$ cat src/rtl/mem_access_pkg.sv
// Shared definitions for the memory access unit: op encodings, FSM states,
// default widths and request-decode helpers.
package mem_access_pkg;

  localparam int ADDR_W_DEF = 10;
  localparam int DATA_W_DEF = 16;

  localparam logic [2:0] OP_LW  = 3'b000;
  localparam logic [2:0] OP_LB  = 3'b001;
  localparam logic [2:0] OP_LBU = 3'b010;
  localparam logic [2:0] OP_SW  = 3'b100;
  localparam logic [2:0] OP_SB  = 3'b101;

  typedef enum logic [2:0] {
    ST_IDLE      = 3'd0,
    ST_READ      = 3'd1,
    ST_WRITE     = 3'd2,
    ST_RMW_READ  = 3'd3,
    ST_RMW_WRITE = 3'd4,
    ST_RESP      = 3'd5
  } state_e;

  function automatic logic op_is_load(input logic [2:0] op);
    return (op == OP_LW) || (op == OP_LB) || (op == OP_LBU);
  endfunction

  // Word ops need an even byte address; unknown encodings are always rejected.
  function automatic logic op_is_err(input logic [2:0] op, input logic lane);
    logic err;
    case (op)
      OP_LW, OP_SW:         err = lane;
      OP_LB, OP_LBU, OP_SB: err = 1'b0;
      default:              err = 1'b1;
    endcase
    return err;
  endfunction

endpackage

$ cat src/rtl/mem_access_unit_if.sv
// Request/response handshake plus data-memory bus of the memory access unit.
// slave = the unit itself, master = requester and memory side.
interface mem_access_unit_if
  import mem_access_pkg::*;
#(
  parameter int ADDR_W = ADDR_W_DEF,
  parameter int DATA_W = DATA_W_DEF
);

  logic              req_valid;
  logic              req_ready;
  logic [2:0]        req_op;
  logic [ADDR_W:0]   req_addr;
  logic [DATA_W-1:0] req_wdata;
  logic              resp_valid;
  logic [DATA_W-1:0] resp_rdata;
  logic              resp_err;
  logic              mem_load;
  logic              mem_store;
  logic [ADDR_W-1:0] mem_addr;
  logic [DATA_W-1:0] mem_wdata;
  logic [DATA_W-1:0] mem_rdata;

  modport slave (
    input  req_valid, req_op, req_addr, req_wdata, mem_rdata,
    output req_ready, resp_valid, resp_rdata, resp_err,
           mem_load, mem_store, mem_addr, mem_wdata
  );

  modport master (
    output req_valid, req_op, req_addr, req_wdata, mem_rdata,
    input  req_ready, resp_valid, resp_rdata, resp_err,
           mem_load, mem_store, mem_addr, mem_wdata
  );

endinterface

$ cat src/rtl/mem_access_unit_byte_lane_merge.sv
// Combinational byte-lane helper: extracts/extends a load byte and merges a
// store byte into a word (little-endian lanes).
module byte_lane_merge
  import mem_access_pkg::*;
#(
  parameter int DATA_W = DATA_W_DEF
) (
  input  logic [DATA_W-1:0] ext_word,
  input  logic              ext_lane,
  input  logic              ext_byte,
  input  logic              ext_signed,
  output logic [DATA_W-1:0] ext_data,
  input  logic [DATA_W-1:0] merge_word,
  input  logic              merge_lane,
  input  logic [7:0]        merge_byte,
  output logic [DATA_W-1:0] merge_data
);

  logic [7:0] sel_byte_s;

  // Load path: pick the lane, then sign- or zero-extend it.
  always_comb begin
    sel_byte_s = ext_lane ? ext_word[15:8] : ext_word[7:0];
    if (!ext_byte) begin
      ext_data = ext_word;
    end else if (ext_signed) begin
      ext_data = {{(DATA_W-8){sel_byte_s[7]}}, sel_byte_s};
    end else begin
      ext_data = {{(DATA_W-8){1'b0}}, sel_byte_s};
    end
  end

  // Store path: replace only the addressed byte.
  always_comb begin
    merge_data = merge_word;
    if (merge_lane) begin
      merge_data[DATA_W-1:8] = merge_byte;
    end else begin
      merge_data[7:0] = merge_byte;
    end
  end

endmodule

$ cat src/rtl/mem_access_unit.sv
// Memory access unit: one LW/LB/LBU/SW/SB request at a time onto a word memory.
// Optional last-word cache is built when LAST_WORD_CACHE_EN is defined.
module mem_access_unit
  import mem_access_pkg::*;
#(
  parameter int ADDR_W = ADDR_W_DEF,
  parameter int DATA_W = DATA_W_DEF
) (
  input  logic             clk,
  input  logic             rst_n,
  mem_access_unit_if.slave bus
);

  state_e            state_r, state_nxt_s;
  logic [2:0]        op_r;
  logic [ADDR_W:0]   addr_r;
  logic [DATA_W-1:0] wdata_r, word_r, resp_rdata_r;
  logic              resp_err_r;
  logic              accept_s, req_err_s, req_load_s, cache_hit_s;
  logic [DATA_W-1:0] cache_word_s, ext_word_s, ext_data_s, merge_data_s, rdata_nxt_s;
  logic              ext_lane_s, ext_byte_s, ext_signed_s, err_nxt_s;
  logic [ADDR_W-1:0] word_addr_s;
  logic              mem_load_s, mem_store_s;
  logic [ADDR_W-1:0] mem_addr_s;
  logic [DATA_W-1:0] mem_wdata_s;

  assign accept_s    = bus.req_valid && (state_r == ST_IDLE);
  assign req_err_s   = op_is_err(bus.req_op, bus.req_addr[0]);
  assign req_load_s  = op_is_load(bus.req_op);
  assign word_addr_s = addr_r[ADDR_W:1];

`ifdef LAST_WORD_CACHE_EN
  logic              cache_valid_r;
  logic [ADDR_W-1:0] cache_addr_r;
  logic [DATA_W-1:0] cache_word_r;

  assign cache_hit_s  = cache_valid_r && (cache_addr_r == bus.req_addr[ADDR_W:1]);
  assign cache_word_s = cache_word_r;

  // Track the last word moved over the memory bus; this unit is the only writer.
  always_ff @(posedge clk or negedge rst_n) begin
    if (!rst_n) begin
      cache_valid_r <= 1'b0;
      cache_addr_r  <= {ADDR_W{1'b0}};
      cache_word_r  <= {DATA_W{1'b0}};
    end else begin
      case (state_r)
        ST_READ, ST_RMW_READ: begin
          cache_valid_r <= 1'b1;
          cache_addr_r  <= word_addr_s;
          cache_word_r  <= bus.mem_rdata;
        end
        ST_WRITE: begin
          cache_valid_r <= 1'b1;
          cache_addr_r  <= word_addr_s;
          cache_word_r  <= wdata_r;
        end
        ST_RMW_WRITE: begin
          cache_valid_r <= 1'b1;
          cache_addr_r  <= word_addr_s;
          cache_word_r  <= merge_data_s;
        end
        default: begin
          cache_valid_r <= cache_valid_r;
          cache_addr_r  <= cache_addr_r;
          cache_word_r  <= cache_word_r;
        end
      endcase
    end
  end
`else
  assign cache_hit_s  = 1'b0;
  assign cache_word_s = {DATA_W{1'b0}};
`endif

  byte_lane_merge #(.DATA_W(DATA_W)) u_byte_lane_merge (
    .ext_word   (ext_word_s),
    .ext_lane   (ext_lane_s),
    .ext_byte   (ext_byte_s),
    .ext_signed (ext_signed_s),
    .ext_data   (ext_data_s),
    .merge_word (word_r),
    .merge_lane (addr_r[0]),
    .merge_byte (wdata_r[7:0]),
    .merge_data (merge_data_s)
  );

  // Load extraction source: memory in READ, cached word on a hit at accept time.
  always_comb begin
    if (state_r == ST_READ) begin
      ext_word_s   = bus.mem_rdata;
      ext_lane_s   = addr_r[0];
      ext_byte_s   = (op_r != OP_LW);
      ext_signed_s = (op_r == OP_LB);
    end else begin
      ext_word_s   = cache_word_s;
      ext_lane_s   = bus.req_addr[0];
      ext_byte_s   = (bus.req_op != OP_LW);
      ext_signed_s = (bus.req_op == OP_LB);
    end
  end

  // Next-state decode.
  always_comb begin
    state_nxt_s = state_r;
    case (state_r)
      ST_IDLE: begin
        if (!accept_s) begin
          state_nxt_s = ST_IDLE;
        end else if (req_err_s) begin
          state_nxt_s = ST_RESP;
        end else if (req_load_s) begin
          state_nxt_s = cache_hit_s ? ST_RESP : ST_READ;
        end else if (bus.req_op == OP_SW) begin
          state_nxt_s = ST_WRITE;
        end else begin
          state_nxt_s = cache_hit_s ? ST_RMW_WRITE : ST_RMW_READ;
        end
      end
      ST_READ:      state_nxt_s = ST_RESP;
      ST_WRITE:     state_nxt_s = ST_RESP;
      ST_RMW_READ:  state_nxt_s = ST_RMW_WRITE;
      ST_RMW_WRITE: state_nxt_s = ST_RESP;
      ST_RESP:      state_nxt_s = ST_IDLE;
      default:      state_nxt_s = ST_IDLE;
    endcase
  end

  // Response payload for the following cycle; zero unless entering RESP with data.
  always_comb begin
    rdata_nxt_s = {DATA_W{1'b0}};
    err_nxt_s   = 1'b0;
    if (state_r == ST_READ) begin
      rdata_nxt_s = ext_data_s;
    end else if (accept_s && req_err_s) begin
      err_nxt_s = 1'b1;
    end else if (accept_s && req_load_s && cache_hit_s) begin
      rdata_nxt_s = ext_data_s;
    end else begin
      rdata_nxt_s = {DATA_W{1'b0}};
      err_nxt_s   = 1'b0;
    end
  end

  // State register.
  always_ff @(posedge clk or negedge rst_n) begin
    if (!rst_n) begin
      state_r <= ST_IDLE;
    end else begin
      state_r <= state_nxt_s;
    end
  end

  // Request latch, captured memory word and registered response.
  always_ff @(posedge clk or negedge rst_n) begin
    if (!rst_n) begin
      op_r         <= 3'b000;
      addr_r       <= {(ADDR_W+1){1'b0}};
      wdata_r      <= {DATA_W{1'b0}};
      word_r       <= {DATA_W{1'b0}};
      resp_rdata_r <= {DATA_W{1'b0}};
      resp_err_r   <= 1'b0;
    end else begin
      resp_rdata_r <= rdata_nxt_s;
      resp_err_r   <= err_nxt_s;
      if (accept_s) begin
        op_r    <= bus.req_op;
        addr_r  <= bus.req_addr;
        wdata_r <= bus.req_wdata;
        word_r  <= cache_word_s;
      end else if (state_r == ST_RMW_READ) begin
        word_r <= bus.mem_rdata;
      end else begin
        word_r <= word_r;
      end
    end
  end

  // Memory strobes come from the state register alone.
  always_comb begin
    mem_load_s  = 1'b0;
    mem_store_s = 1'b0;
    mem_addr_s  = {ADDR_W{1'b0}};
    mem_wdata_s = {DATA_W{1'b0}};
    case (state_r)
      ST_READ, ST_RMW_READ: begin
        mem_load_s = 1'b1;
        mem_addr_s = word_addr_s;
      end
      ST_WRITE: begin
        mem_store_s = 1'b1;
        mem_addr_s  = word_addr_s;
        mem_wdata_s = wdata_r;
      end
      ST_RMW_WRITE: begin
        mem_store_s = 1'b1;
        mem_addr_s  = word_addr_s;
        mem_wdata_s = merge_data_s;
      end
      default: begin
        mem_load_s  = 1'b0;
        mem_store_s = 1'b0;
      end
    endcase
  end

  assign bus.req_ready  = (state_r == ST_IDLE);
  assign bus.resp_valid = (state_r == ST_RESP);
  assign bus.resp_rdata = resp_rdata_r;
  assign bus.resp_err   = resp_err_r;
  assign bus.mem_load   = mem_load_s;
  assign bus.mem_store  = mem_store_s;
  assign bus.mem_addr   = mem_addr_s;
  assign bus.mem_wdata  = mem_wdata_s;

endmodule

$ cat src/flat_wrapper.sv
// flat-port wrapper written by rule: the top's interface ports become plain ports
module mem_access_unit_flat import mem_access_pkg::*;
#(
  parameter int ADDR_W = ADDR_W_DEF,
  parameter int DATA_W = DATA_W_DEF
)
  (clk, rst_n, bus_req_valid, bus_req_op, bus_req_addr, bus_req_wdata, bus_mem_rdata, bus_req_ready, bus_resp_valid, bus_resp_rdata, bus_resp_err, bus_mem_load, bus_mem_store, bus_mem_addr, bus_mem_wdata);
  mem_access_unit_if #(.ADDR_W(ADDR_W), .DATA_W(DATA_W)) bus_i ();
  input  logic clk;
  input  logic rst_n;
  input wire logic [$bits(bus_i.req_valid)-1:0] bus_req_valid;
  input wire logic [$bits(bus_i.req_op)-1:0] bus_req_op;
  input wire logic [$bits(bus_i.req_addr)-1:0] bus_req_addr;
  input wire logic [$bits(bus_i.req_wdata)-1:0] bus_req_wdata;
  input wire logic [$bits(bus_i.mem_rdata)-1:0] bus_mem_rdata;
  output wire logic [$bits(bus_i.req_ready)-1:0] bus_req_ready;
  output wire logic [$bits(bus_i.resp_valid)-1:0] bus_resp_valid;
  output wire logic [$bits(bus_i.resp_rdata)-1:0] bus_resp_rdata;
  output wire logic [$bits(bus_i.resp_err)-1:0] bus_resp_err;
  output wire logic [$bits(bus_i.mem_load)-1:0] bus_mem_load;
  output wire logic [$bits(bus_i.mem_store)-1:0] bus_mem_store;
  output wire logic [$bits(bus_i.mem_addr)-1:0] bus_mem_addr;
  output wire logic [$bits(bus_i.mem_wdata)-1:0] bus_mem_wdata;
  assign bus_i.req_valid = bus_req_valid;
  assign bus_i.req_op = bus_req_op;
  assign bus_i.req_addr = bus_req_addr;
  assign bus_i.req_wdata = bus_req_wdata;
  assign bus_i.mem_rdata = bus_mem_rdata;
  assign bus_req_ready = bus_i.req_ready;
  assign bus_resp_valid = bus_i.resp_valid;
  assign bus_resp_rdata = bus_i.resp_rdata;
  assign bus_resp_err = bus_i.resp_err;
  assign bus_mem_load = bus_i.mem_load;
  assign bus_mem_store = bus_i.mem_store;
  assign bus_mem_addr = bus_i.mem_addr;
  assign bus_mem_wdata = bus_i.mem_wdata;
  mem_access_unit #(.ADDR_W(ADDR_W), .DATA_W(DATA_W)) u_core (.clk(clk), .rst_n(rst_n), .bus(bus_i));
endmodule
$ cat config.mk
export PLATFORM = sky130hd
export DESIGN_NAME = mem_access_unit_flat
export DESIGN_NICKNAME = d
export VERILOG_FILES = /design/src/rtl/mem_access_pkg.sv /design/src/rtl/mem_access_unit_if.sv /design/src/rtl/mem_access_unit_byte_lane_merge.sv /design/src/rtl/mem_access_unit.sv /design/src/flat_wrapper.sv
export SDC_FILE = /design/constraint.sdc
export NUM_CORES = 1
export LEC_CHECK = 0
export BUFFER_PORTS_ARGS = -buffer_cell sky130_fd_sc_hd__buf_2
export CAP_MARGIN = 5
export CORE_AREA = 5 5 98 100
export DETAILED_ROUTE_END_ITERATION = 10
export DIE_AREA = 0 0 103 105
export GPL_TIMING_DRIVEN = 0
export MAX_ROUTING_LAYER = met4
export SLEW_MARGIN = 40
export SYNTH_ARGS = -nofsm -noshare
export SYNTH_HDL_FRONTEND = slang
export SYNTH_SLANG_ARGS = --single-unit
export TNS_END_PERCENT = 1
$ cat constraint.sdc
create_clock -name clk -period 1.8 [get_ports clk]
set_input_delay 0.27 -clock clk [delete_from_list [all_inputs] [get_ports clk]]
set_output_delay 0.27 -clock clk [all_outputs]
set_load 0.02 [all_outputs]
==> flow_summary.toml <==
[power_and_ir_drop]
peakVddDrop_uv = 1050
netSwitchingFraction_pct = 37.9
p_leak_nw = 2.00
p_clk_share_pct = 20.1
pwr_density_cell_nw_per_um2 = 1710
p_int_mw = 4.37
combinationalPowerShare_pct = 46.6
power.switching_mw = 2.67
pwr-share-seq_pct = 33.3

[clocking]
clkLatencyLatePin_ns = 0.35
htreeDepth = 3
clock_sinks = 66
cts_buffers = 9
clockBufferDepth = 2
path_clk_slew_ns = 0.08
root_buffer = "clkbuf_8"
cts_tree = "yes"

[floorplanning]
rows = 34
initial_core_util_pct = 35.1
dieArea_sq_um = 10800
die_h_um = 105
die_x_um = 103
core_sq_um = 8590
io-pin-count = 96

[hold_path]
hp-class = "in -> reg"

[timing]
final_hold_viol_count = 0
skew_ns = 0.0156
setup_tns_ns = -5.55
timing.final.ws_setup_ns = -0.304
min_period_ns = 2.10
drv_slew = 0
relSlewSlack_pct = 58.0
fmax_mhz = 475
timing.final.crit_share_pct = 117
finalSetupViolations = 27
tightest_slew_ns = 0.626
rsz0062_at_grt = "yes"

[run]
maxCapViolCount = 0

[placed_design]
hpwl_um = 5910
place_area_sq_um = 3660
io_buffers = 95
placed_cells_incl_taps = 480
place.gp.congestion = 0.800

[worst_setup_path]
path_class = "reg -> out"
critPathCaptureType = "output port"
start_kind = "register"
worstPathMaxFanout = 8
worstPathRequired_ns = 1.53
arrival_ns = 1.83

[routing]
vias = 2432
first_pass_iters = 4
detail-route-antenna-nets = 0
wirelength_um = 7950
viasPerCell = 4.82
drt_iter0_markers = 82
drc = 0
wl_per_cell_um = 15.7

[logic_synthesis]
yosysSeqAreaShare_pct = 54.8
syn-num-nets = 325
async_flop_share_pct = 100
ys.flop_type = "dfrtp_1"
postSynthAreaPerCell_sq_um = 10.9
yosys_register_bits = 66
syn_area_sq_um = 3010
synth_cell_types = 37
synth_warnings = 0
netlist_instances = 276
synth-edff-count = 0

[global_route]
antenna_found_initial = 0
grt_pass1_wl_um = 12600
top_usage_layer = "met2"
first_global_vias = 2572
grtUsageMet3_pct = 3.33
grt_max_degree = 37
grt_usage_pct = 15.2
grt.met2_usage_pct = 24.4
overflow = 0
gr-usage-met1_pct = 19.5

[layout]
final_cell_area_sq_um = 4110
n_antenna_cell = 0
nets = 441
layout_commonest_cell = "buf_2"
layout_common_cells = "buf_2, nand2_1, dfrtp_1"
layout-drive-gt1-share_pct = 46.1
syn_to_final_growth_pct = 36.4
stdcell_count = 505

[outcome]
status = "finished with violations"
violations = "negative setup slack"
[flip-flops by register name, indices dropped and copies added, names as in the netlist]
signal	count
u_core.bus.resp_err	1
u_core.bus.resp_rdata	16
u_core.op_r	3
u_core.state_r	3
u_core.addr_r	11
u_core.wdata_r	16
u_core.word_r	16
[cell families after synthesis]
logic type / synth area share, %
simple gates: 15.3
flops: 54.8
compound gates: 11.3
mux: 14.2
buf+inv: 4.11
xor+xnor: 0.291
[through the flow]
step                util (%)  hold WS [ns]  worst slack (ns)  power, mW
finish                  47.8         0.154            -0.304       7.04
global route            47.8         0.141            -0.392       7.47
CTS                     46.7         0.142            -0.428       6.93
detailed placement      42.5         0.171            -0.289       5.26
global placement        42.2         0.482            -0.228       5.18
floorplan                  -       -0.0256            0.0183       4.31
[power by group through the flow]
stage / Clock [mW] / Combinational, mW / Sequential [mW]
floorplan: 0 / 1.89 / 2.42
global placement: 0 / 2.84 / 2.34
detailed placement: 0 / 2.90 / 2.37
CTS: 1.45 / 3.14 / 2.34
global route: 1.52 / 3.54 / 2.41
finish: 1.42 / 3.28 / 2.35
[routing by layer]
layer	share of wire [%]	wire length, um
met2	50	3980
met1	44	3500
met4	0.62	49
met3	5.3	418
met5	0	0
[critical path, stage by stage, from the launching register on]
cell      delay [ns]
dfrtp_1         0.37
buf_6           0.12
or3b_4          0.41
o21bai_4        0.24
a22o_1          0.22
buf_6           0.13
[what timing repair did]
item | in CTS | in global routing
pin swaps | 10 | 11
endpoints found under the hold margin | 30 | 0
setup buffers | 3 | 7
hold buffers | 1 | 0
gates resized for setup | 40 | 17
setup endpoints to repair | 26 | 40
[Yosys cell counts, types with 2 or more instances]
library cell	instances	area, sq um
dfrtp_1	66	1650
nand2_1	66	248
a21oi_1	33	165
mux2_2	30	338
and2_1	10	62.6
o21ai_0	9	45.0
a22o_1	8	70.1
mux2i_1	8	80.1
buf_2	5	25.0
buf_4	4	30.0
buf_6	4	45.0
clkbuf_1	4	15.0
nor2_1	4	15.0
nor3_1	2	10.0
[layout make-up]
class                           count  area [sq um]
Clock buffer                       10           138
Buffer                             16           126
Tap cell                          108           135
Timing Repair Buffer              107           681
Fill cell                         853          4480
Multi-Input combinational cell    191          1290
Sequential cell                    66          1650
Inverter                            1          3.75
Clock inverter                      6          90.1
[path summary, 6_finish.rpt]
kind	from	end	slack [ns]	depth (start not counted)
max	u_core.state_r[1]	bus_mem_wdata[4]	-0.30	5
min	bus_req_addr[9]	u_core.addr_r[9]	0.15	2
max reg2reg	u_core.state_r[1]	u_core.wdata_r[2]	0.03	6
min reg2reg	u_core.addr_r[1]	u_core.addr_r[1]	0.50	1
max in group asynchronous	rst_n	u_core.word_r[1]	0.92	3
min in group asynchronous	rst_n	u_core.addr_r[2]	0.37	2
(Power assumes the default switching activity.)
